## src/rtl/rcc_clkdiv_ctrl.sv

```systemverilog
`timescale 1ns/1ps
// rcc_clkdiv_ctrl: owns the RCC divider ratio and sequences ratio changes (sync, hold, settle).
// Build macro RCC_DIVCTRL_STRICT_EN: when defined, odd ratios >= 3 are rejected with a one-cycle ERR pulse.
module rcc_clkdiv_ctrl #(
    parameter int WIDTH          = 6,
    parameter int RESET_RATIO    = 2,
    parameter int SETTLE_PERIODS = 2
) (
    input  logic             REF_CLK,
    input  logic             RST,
    input  logic             REQ_VALID,
    input  logic [WIDTH-1:0] REQ_RATIO,
    output logic             REQ_READY,
    input  logic             DIV_CLK_IN,
    output logic [WIDTH-1:0] DIV_RATIO,
    output logic             DIV_RST_N,
    output logic             CLK_STABLE,
    output logic             BUSY,
    output logic             ERR
);

    localparam int SETTLE_W = $clog2(15 * ((2 ** WIDTH) - 2) + 1);
    localparam int SYNC_W   = WIDTH + 1;

    localparam logic [WIDTH-1:0]    RESET_RATIO_C = WIDTH'(RESET_RATIO);
    localparam logic [WIDTH-1:0]    RATIO_TWO     = WIDTH'(2);
    localparam logic [SETTLE_W-1:0] PERIODS_C     = SETTLE_W'(SETTLE_PERIODS);
    localparam logic [SETTLE_W-1:0] ONE_SETTLE    = SETTLE_W'(1);
    localparam logic [SETTLE_W-1:0] ZERO_SETTLE   = {SETTLE_W{1'b0}};
    localparam logic [SYNC_W-1:0]   SYNC_LAST     = {SYNC_W{1'b1}};
    localparam logic [SYNC_W-1:0]   ZERO_SYNC     = {SYNC_W{1'b0}};

    typedef enum logic [1:0] {
        ST_IDLE   = 2'd0,
        ST_SYNC   = 2'd1,
        ST_HOLD   = 2'd2,
        ST_SETTLE = 2'd3
    } state_t;

    // Settle length in REF_CLK cycles: periods times the even part of the ratio (bypass counts as 1).
    function automatic logic [SETTLE_W-1:0] settle_len(input logic [WIDTH-1:0] ratio);
        logic [SETTLE_W-1:0] even_s;
        if (ratio >= RATIO_TWO) begin
            even_s = SETTLE_W'({ratio[WIDTH-1:1], 1'b0});
        end else begin
            even_s = ONE_SETTLE;
        end
        settle_len = PERIODS_C * even_s;
    endfunction

`ifdef RCC_DIVCTRL_STRICT_EN
    function automatic logic odd_divide(input logic [WIDTH-1:0] ratio);
        odd_divide = ratio[0] && (ratio > RATIO_TWO);
    endfunction
`endif

    state_t              state_r,      state_s;
    logic [WIDTH-1:0]    div_ratio_r,  div_ratio_s;
    logic [WIDTH-1:0]    pend_ratio_r, pend_ratio_s;
    logic                hold_cnt_r,   hold_cnt_s;
    logic [SYNC_W-1:0]   sync_cnt_r,   sync_cnt_s;
    logic [SETTLE_W-1:0] settle_cnt_r, settle_cnt_s;
    logic                div_rst_n_r,  div_rst_n_s;
    logic                clk_stable_r, clk_stable_s;
    logic                req_ready_r,  req_ready_s;
    logic                busy_r,       busy_s;
    logic                err_r,        err_s;
    logic                div_clk_q_r;
    logic                div_fall_s;
    logic                reject_s;
    logic [SETTLE_W-1:0] settle_last_s;

`ifdef RCC_DIVCTRL_STRICT_EN
    assign reject_s = odd_divide(REQ_RATIO);
`else
    assign reject_s = 1'b0;
`endif

    assign div_fall_s    = div_clk_q_r && !DIV_CLK_IN;
    assign settle_last_s = settle_len(div_ratio_r) - ONE_SETTLE;

    // Next-state and next-output decode for the ratio change sequencer.
    always_comb begin
        state_s      = state_r;
        div_ratio_s  = div_ratio_r;
        pend_ratio_s = pend_ratio_r;
        hold_cnt_s   = hold_cnt_r;
        sync_cnt_s   = sync_cnt_r;
        settle_cnt_s = settle_cnt_r;
        div_rst_n_s  = div_rst_n_r;
        clk_stable_s = clk_stable_r;
        req_ready_s  = req_ready_r;
        busy_s       = busy_r;
        err_s        = 1'b0;

        case (state_r)
            ST_IDLE: begin
                if (REQ_VALID && req_ready_r) begin
                    if (reject_s) begin
                        err_s = 1'b1;
                    end else begin
                        pend_ratio_s = REQ_RATIO;
                        clk_stable_s = 1'b0;
                        req_ready_s  = 1'b0;
                        busy_s       = 1'b1;
                        // A bypassed divider has no divided edge to align to, so go straight to HOLD.
                        if (div_ratio_r >= RATIO_TWO) begin
                            state_s    = ST_SYNC;
                            sync_cnt_s = ZERO_SYNC;
                        end else begin
                            state_s     = ST_HOLD;
                            hold_cnt_s  = 1'b0;
                            div_ratio_s = REQ_RATIO;
                            div_rst_n_s = 1'b0;
                        end
                    end
                end else begin
                    req_ready_s = 1'b1;
                    busy_s      = 1'b0;
                end
            end
            ST_SYNC: begin
                if (div_fall_s || (sync_cnt_r == SYNC_LAST)) begin
                    state_s     = ST_HOLD;
                    hold_cnt_s  = 1'b0;
                    div_ratio_s = pend_ratio_r;
                    div_rst_n_s = 1'b0;
                end else begin
                    sync_cnt_s = sync_cnt_r + SYNC_W'(1);
                end
            end
            ST_HOLD: begin
                if (hold_cnt_r) begin
                    state_s      = ST_SETTLE;
                    settle_cnt_s = ZERO_SETTLE;
                    div_rst_n_s  = 1'b1;
                end else begin
                    hold_cnt_s = 1'b1;
                end
            end
            ST_SETTLE: begin
                if (settle_cnt_r == settle_last_s) begin
                    state_s      = ST_IDLE;
                    clk_stable_s = 1'b1;
                    req_ready_s  = 1'b1;
                    busy_s       = 1'b0;
                end else begin
                    settle_cnt_s = settle_cnt_r + ONE_SETTLE;
                end
            end
            default: begin
                state_s      = ST_HOLD;
                hold_cnt_s   = 1'b0;
                div_rst_n_s  = 1'b0;
                clk_stable_s = 1'b0;
                req_ready_s  = 1'b0;
                busy_s       = 1'b1;
            end
        endcase
    end

    // Sequencer state and registered outputs; reset restarts a HOLD->SETTLE bring-up and drops any pending ratio.
    always_ff @(posedge REF_CLK or negedge RST) begin
        if (!RST) begin
            state_r      <= ST_HOLD;
            div_ratio_r  <= RESET_RATIO_C;
            pend_ratio_r <= RESET_RATIO_C;
            hold_cnt_r   <= 1'b0;
            sync_cnt_r   <= ZERO_SYNC;
            settle_cnt_r <= ZERO_SETTLE;
            div_rst_n_r  <= 1'b0;
            clk_stable_r <= 1'b0;
            req_ready_r  <= 1'b0;
            busy_r       <= 1'b1;
            err_r        <= 1'b0;
            div_clk_q_r  <= 1'b0;
        end else begin
            state_r      <= state_s;
            div_ratio_r  <= div_ratio_s;
            pend_ratio_r <= pend_ratio_s;
            hold_cnt_r   <= hold_cnt_s;
            sync_cnt_r   <= sync_cnt_s;
            settle_cnt_r <= settle_cnt_s;
            div_rst_n_r  <= div_rst_n_s;
            clk_stable_r <= clk_stable_s;
            req_ready_r  <= req_ready_s;
            busy_r       <= busy_s;
            err_r        <= err_s;
            div_clk_q_r  <= DIV_CLK_IN;
        end
    end

    assign DIV_RATIO  = div_ratio_r;
    assign DIV_RST_N  = div_rst_n_r;
    assign CLK_STABLE = clk_stable_r;
    assign REQ_READY  = req_ready_r;
    assign BUSY       = busy_r;
    assign ERR        = err_r;

endmodule
```

## config.mk

```make
export PLATFORM = sky130hd
export DESIGN_NAME = rcc_clkdiv_ctrl
export DESIGN_NICKNAME = d
export VERILOG_FILES = /design/src/rtl/rcc_clkdiv_ctrl.sv
export SDC_FILE = /design/constraint.sdc
export NUM_CORES = 1
export LEC_CHECK = 0
export ABC_AREA = 1
export CAP_MARGIN = 20
export CORE_UTILIZATION = 30
export DETAILED_ROUTE_END_ITERATION = 16
export PLACE_DENSITY = 0.57
export SLEW_MARGIN = 20
export SYNTH_ARGS = -nofsm -noshare
export SYNTH_HDL_FRONTEND = slang
export SYNTH_SLANG_ARGS = --single-unit
```

## constraint.sdc

```tcl
create_clock -name REF_CLK -period 3.3 [get_ports REF_CLK]
set_input_delay 0.495 -clock REF_CLK [delete_from_list [all_inputs] [get_ports REF_CLK]]
set_output_delay 0.495 -clock REF_CLK [all_outputs]
set_load 0.02 [all_outputs]
```

==> results of run 1 <==
-- sequential cells by signal, indices dropped and copies added (netlist names) --
signal and cells:
BUSY 1, hold_cnt_r 1, DIV_RATIO 6, pend_ratio_r 6, sync_cnt_r 7, DIV_RST_N 1
REQ_READY 1, CLK_STABLE 1, div_clk_q_r 1, settle_cnt_r 10, state_r 2
-- per-stage QoR --
stage / cell area, sq um / hold WS [ns] / total power (W) / utilization (%)
floorplan: 2240 / 0.199 / 0.00142 / -
global placement: 2500 / 0.467 / 0.00168 / 34.5
detailed placement: 2500 / 0.473 / 0.00168 / 34.5
CTS: 2600 / 0.347 / 0.00205 / 35.9
global route: 2600 / 0.375 / 0.00221 / 35.9
finish: 2600 / 0.312 / 0.00202 / 35.9
-- final timing paths --
check	startpoint	end	slack, ns	cells after the start
max	state_r[1]$_DFFE_PN1P_	DIV_RATIO[4]$_DFFE_PN0P_	1.13	6
min reg2reg	BUSY$_DFFE_PN1P_	BUSY$_DFFE_PN1P_	0.49	2
max reg2reg	state_r[1]$_DFFE_PN1P_	DIV_RATIO[4]$_DFFE_PN0P_	1.13	6
min in group REF_CLK	BUSY$_DFFE_PN1P_	BUSY$_DFFE_PN1P_	0.49	2
max in group asynchronous	RST	pend_ratio_r[0]$_DFFE_PN0P_	2.44	1
min	RST	settle_cnt_r[8]$_DFFE_PN0P_	0.31	1
-- routing by layer --
metal  vias up  part of all wire, %
met1       881                   49
li1        959                    -
met5         -                    0
met4         0                  1.1
met2        23                   46
met3         6                  3.7
-- worst max-delay path: stages, from the launching register on --
cell and delay [ns]:
dfstp_2 0.56, inv_1 0.06, ha_1 0.42, nand3_1 0.19, nand2_1 0.10, nor2_1 0.54, o21ai_0 0.16
-- layout make-up --
class | instances | share of cell area (%)
flip-flops and latches | 37 | 35.8
well taps | 99 | 4.76
clock buffers | 7 | 3.70
repair buffers | 19 | 7.11
multi-input cells | 210 | 43.3
inverters | 36 | 5.19
clock inverters | 1 | 0.192
-- power by group --
group / switching [W] / internal (W) / leakage, nW / total [W]
clock: 0.000167 / 0.000189 / 0.0542 / 0.000356
combinational: 0.000634 / 0.000338 / 0.640 / 0.000972
sequential: 0.000100 / 0.000595 / 0.476 / 0.000695
total: 0.000902 / 0.00112 / 1.17 / 0.00202
-- cells in the final DEF (no fill, tap or decap), types with 2 or more instances in the layout --
cell type / netlist / layout
nor3b_1: 2 / 2
nor3_1: 4 / 4
xor2_1: 3 / 3
nand2_1: 85 / 85
ha_1: 6 / 6
nand3_2: 13 / 13
nand4_1: 5 / 5
inv_1: 33 / 33
clkdlybuf4s50_1: 0 / 18
clkinv_1: 2 / 2
nor2_1: 21 / 21
a21boi_0: 2 / 2
nand3_1: 12 / 12
dfrtp_1: 33 / 33
nand2_4: 3 / 3
a21oi_1: 11 / 11
clkbuf_8: 0 / 7
nand2_2: 3 / 3
o21a_1: 2 / 2
nor4_1: 2 / 2
nor2_2: 2 / 2
or2_1: 2 / 2
dfstp_2: 4 / 4
o21ai_0: 26 / 26
-- logic make-up after synthesis --
| kind of cell | after synthesis |
|---|---|
| AOI/OAI and AO/OA | 43 |
| xor gates and xnor gates | 5 |
| adders and majority gates | 6 |
| buffers and inverters | 44 |
| DFF | 37 |
| other | 1 |
| and+or+nand+nor | 155 |
==> results.ini, run 1 <==
[status]
outcome = finished clean

[clock_network]
clock-root-buffer = clkbuf_8
htree_levels = 2
clk-insertion-delay-late_ns = 0.29
cts_resized = 0
ctsHoldBuffers = 0
clockBufferDepth = 2
cts.sinks = 37
clk_pin_slew_ns = 0.08
post_cts_buffers = 0
cts_buffers = 5
cts_tree = done

[global_routing]
busiest_layer = met2
grt_remaining_overflow = 0
antenna_found_initial = 0
grt_pass1_wl_mm = 7.81
grt_usage_pct = 13.0
use_met3_pct = 3.92
grt_max_degree = 38
grt_pass1_vias = 1697
use_met2_pct = 20.2
grtUsageMet1_pct = 17.7

[timing]
tightest_slew_ns = 0.864
fmax_ghz = 0.460
setup_violations = 0
slew_viol_final = 0
setup_ws_ns = 1.13
fin_skew_ns = 0.00444
max_slew_margin_pct = 42.4
fin_crit_ns = 2.17
tns_ns = 0
finalCritPeriodShare_pct = 65.9
hold_viol = 0
rsz0062_at_grt = no

[yosys]
syn_inst = 291
netlist.area_leader.share_pct = 36.9
yosys.area.top_type = dfrtp_1
async_flop_share_pct = 100
ys_top_cells_by_count = nand2_1 (85), dfrtp_1 (33), inv_1 (33)
synth_compound_gate_area_share_pct = 10.7
synthAdderAreaFrac_pct = 3.35
synth_most_common_cell = nand2_1
muxShareOfSynthArea_pct = 0
synth_edf_count = 0
ys.flop_type = dfrtp_1
synth_seq_cells = 37
synthXorXnorAreaFrac_pct = 2.57
synth_area_sq_um = 2240
synth_simple_gate_area_share_pct = 33.5
synthDistinctLibCells = 33
yosys_warnings = 0
ys_seq_area_share_pct = 41.5
synth_nets = 307
synth_top_family_by_area = simple AND/OR/NAND/NOR gates
avgSynthCellArea_sq_um = 7.70
synthTopCellsByArea = dfrtp_1 (37%), nand2_1 (14%), nand3_2 (5.8%), o21ai_0 (5.8%), inv_1 (5.5%)

[floorplan]
coreArea_sq_um = 7250
start_util_pct = 30.9
ios = 21
rows = 31
die-area_sq_um = 7820
die_w_microns = 88.4
die_h_microns = 88.4

[placement]
gp_congestion = 0.843
dp.final_hpwl_mm = 3.28
port_buffers = 19
preCtsSetupSlack_ns = 1.14
dp.cells = 401

[power_and_ir_drop]
powerDensity_nw_per_um2 = 777
ir_drop_v = 0.000315
p_leak_nw = 1.17

[worst_setup_path]
path_class = flop to flop
cp_max_fo = 20
startpoint_type = flop
required_ns = 3.45
end_kind = flop
cp.arrival_ns = 2.33

[routing]
drtPass1Iterations = 4
drc = 0
first_iter_violations = 94
routedWlPerCell_microns = 11.2
wl_mm = 4.57
ant_nets = 0
vias = 1869
routed_via_density = 4.57

[worst_hold_path]
hp-class = input port to asynchronous set/reset pin

[run]
cap_violations = 0

[layout]
multi_input_area_sq_um = 1130
fin_cells = 409
antenna_cells = 0
regArea_sq_um = 931
layout.nets = 325
fillers = 785
drive_above_1_share_pct = 12.3
syn_to_final_growth_pct = 16.2

Power figures use the tool's default switching activity.
==> run 2: changes to the inputs <==
==> constraint.sdc (replaced) <==
create_clock -name REF_CLK -period 2.1 [get_ports REF_CLK]
set_input_delay 0.315 -clock REF_CLK [delete_from_list [all_inputs] [get_ports REF_CLK]]
set_output_delay 0.315 -clock REF_CLK [all_outputs]
set_load 0.02 [all_outputs]
==> results.ini, run 2 (synthesized netlist as in run 1, its figures left out) <==
[power_and_ir_drop]
netSwitchingPower_w = 0.00144
pwr-share-seq_pct = 33.7
p_leak_nw = 1.21
p_int_w = 0.00181
clock_power_share_pct = 16.0
swShare_pct = 44.4
p_comb_share_pct = 50.2
powerDensity_nw_per_um2 = 1220
ir_drop_v = 0.000351

[worst_setup_path]
r2r-end = sync_cnt_r[4]$_DFFE_PN0P_
path_class = flop to flop
cp_max_fo = 5
worstRegToRegCells = 9
cp.arrival_ns = 2.10
startpoint_type = flop
reg2reg_from = state_r[1]$_DFFE_PN1P_
end_kind = flop
required_ns = 2.27
reg2reg_slack_ns = 0.17

[layout]
regMostFlops = settle_cnt_r
antenna_cells = 0
fin_cells = 417
largest_reg_flops = 10
final_cell_mix = nand2_1 (85), dfrtp_1 (33), inv_1 (33)
final_common_cell = nand2_1
largestRegisters = settle_cnt_r (10), sync_cnt_r (7)
syn_to_final_growth_pct = 19.0
layout.nets = 333
drive_above_1_share_pct = 13.5

[floorplan]
die-area_sq_um = 7820
die_w_microns = 88.4
start_util_pct = 30.9
coreArea_sq_um = 7250
die_h_microns = 88.4
ios = 21
rows = 31

[clock_network]
clock-root-buffer = clkbuf_8
cts_tree = done
clk_pin_slew_ns = 0.07
cts_resized = 0
clockBufferDepth = 2
cts.sinks = 37
clk-insertion-delay-late_ns = 0.29
cts_buffers = 5
htree_levels = 2

[routing]
ant_nets = 0
routedWlPerCell_microns = 11.3
vias = 1881
first_iter_violations = 128
drc = 0
routed_via_density = 4.51
wl_mm = 4.73
drtPass1Iterations = 4

[timing]
fin_skew_ns = 0.00623
rsz0062_at_grt = no
setup_violations = 0
fmax_ghz = 0.519
finalCritPeriodShare_pct = 91.8
fin_crit_ns = 1.93
slew_viol_final = 0
hold_viol = 0
tns_ns = 0

[worst_hold_path]
holdPathStages = 2
hp-class = flop to flop
hold_start = BUSY$_DFFE_PN1P_
worstHoldEndpoint = BUSY$_DFFE_PN1P_

[placement]
gp_congestion = 0.789
dp.final_hpwl_mm = 3.44
port_buffers = 19
dp.cells = 406

[global_routing]
grt_usage_pct = 13.3
grt_pass1_vias = 1732
antenna_found_initial = 0
grt_pass1_wl_mm = 7.98
grt_remaining_overflow = 0
grt_max_degree = 38

[run]
cap_violations = 0

[status]
outcome = finished clean

[run 2: how the worst max path moves through the flow]
stage / depth (start not counted) / end / start
3_5_place_dp: 8 / sync_cnt_r[2]$_DFFE_PN0P_ / REQ_VALID
5_1_grt: 9 / sync_cnt_r[2]$_DFFE_PN0P_ / state_r[0]$_DFFE_PN0P_
6_report: 9 / sync_cnt_r[4]$_DFFE_PN0P_ / state_r[1]$_DFFE_PN1P_
2_1_floorplan: 9 / sync_cnt_r[2]$_DFFE_PN0P_ / state_r[1]$_DFFE_PN1P_
4_1_cts: 9 / sync_cnt_r[2]$_DFFE_PN0P_ / state_r[0]$_DFFE_PN0P_
3_3_place_gp: 8 / sync_cnt_r[3]$_DFFE_PN0P_ / REQ_VALID
[run 2: area by class of cell]
| cell class | count | area [sq um] |
|---|---|---|
| Fill cell | 765 | 4590 |
| Multi-Input combinational cell | 210 | 1130 |
| Timing Repair Buffer | 27 | 260 |
| Tap cell | 99 | 124 |
| Sequential cell | 37 | 931 |
| Inverter | 36 | 135 |
| Clock buffer | 8 | 90.1 |
[run 2: routing by layer]
layer | GRT usage [%] | wire [microns] | vias to the layer above
met5 | 0 | 0 | -
met4 | 3.08 | 27 | 0
met3 | 3.92 | 144 | 4
met2 | 21.5 | 2310 | 20
met1 | 17.5 | 2250 | 868
li1 | - | - | 989
[run 2: power by group through the flow]
stage	sequential (W)	clock, W	combinational [W]
after floorplan	0.00117	0	0.00107
after global placement	0.00110	0	0.00160
after detailed placement	0.00111	0	0.00161
after CTS	0.00110	0.000544	0.00162
after global routing	0.00112	0.000571	0.00184
final	0.00110	0.000521	0.00163
[run 2: critical path, stage by stage, from the launching register on]
cell and delay [ns]:
dfstp_2 0.56, inv_1 0.07, ha_1 0.23, inv_1 0.12, nor2_1 0.09, a21oi_1 0.36
a21oi_4 0.08, buf_4 0.17, nand4_1 0.06, o21ai_0 0.09
[run 2: timing repair]
action                                  CTS  global route
hold buffers                              1             0
hold endpoints to repair                 33             0
endpoints found under the setup margin    0             2
setup buffers                             0             2
[run 2: stage by stage]
step / hold WS, ns / instance area [sq um] / power [W] / utilization, % / setup WS, ns
3_5_place_dp: 0.299 / 2550 / 0.00272 / 35.2 / 0.139
6_report: 0.476 / 2670 / 0.00325 / 36.8 / 0.173
5_1_grt: 0.475 / 2670 / 0.00353 / 36.8 / 0.0283
4_1_cts: 0.477 / 2650 / 0.00326 / 36.6 / 0.127
3_3_place_gp: 0.303 / 2550 / 0.00271 / 35.2 / 0.170
2_1_floorplan: 0.0194 / 2240 / 0.00224 / - / 0.409
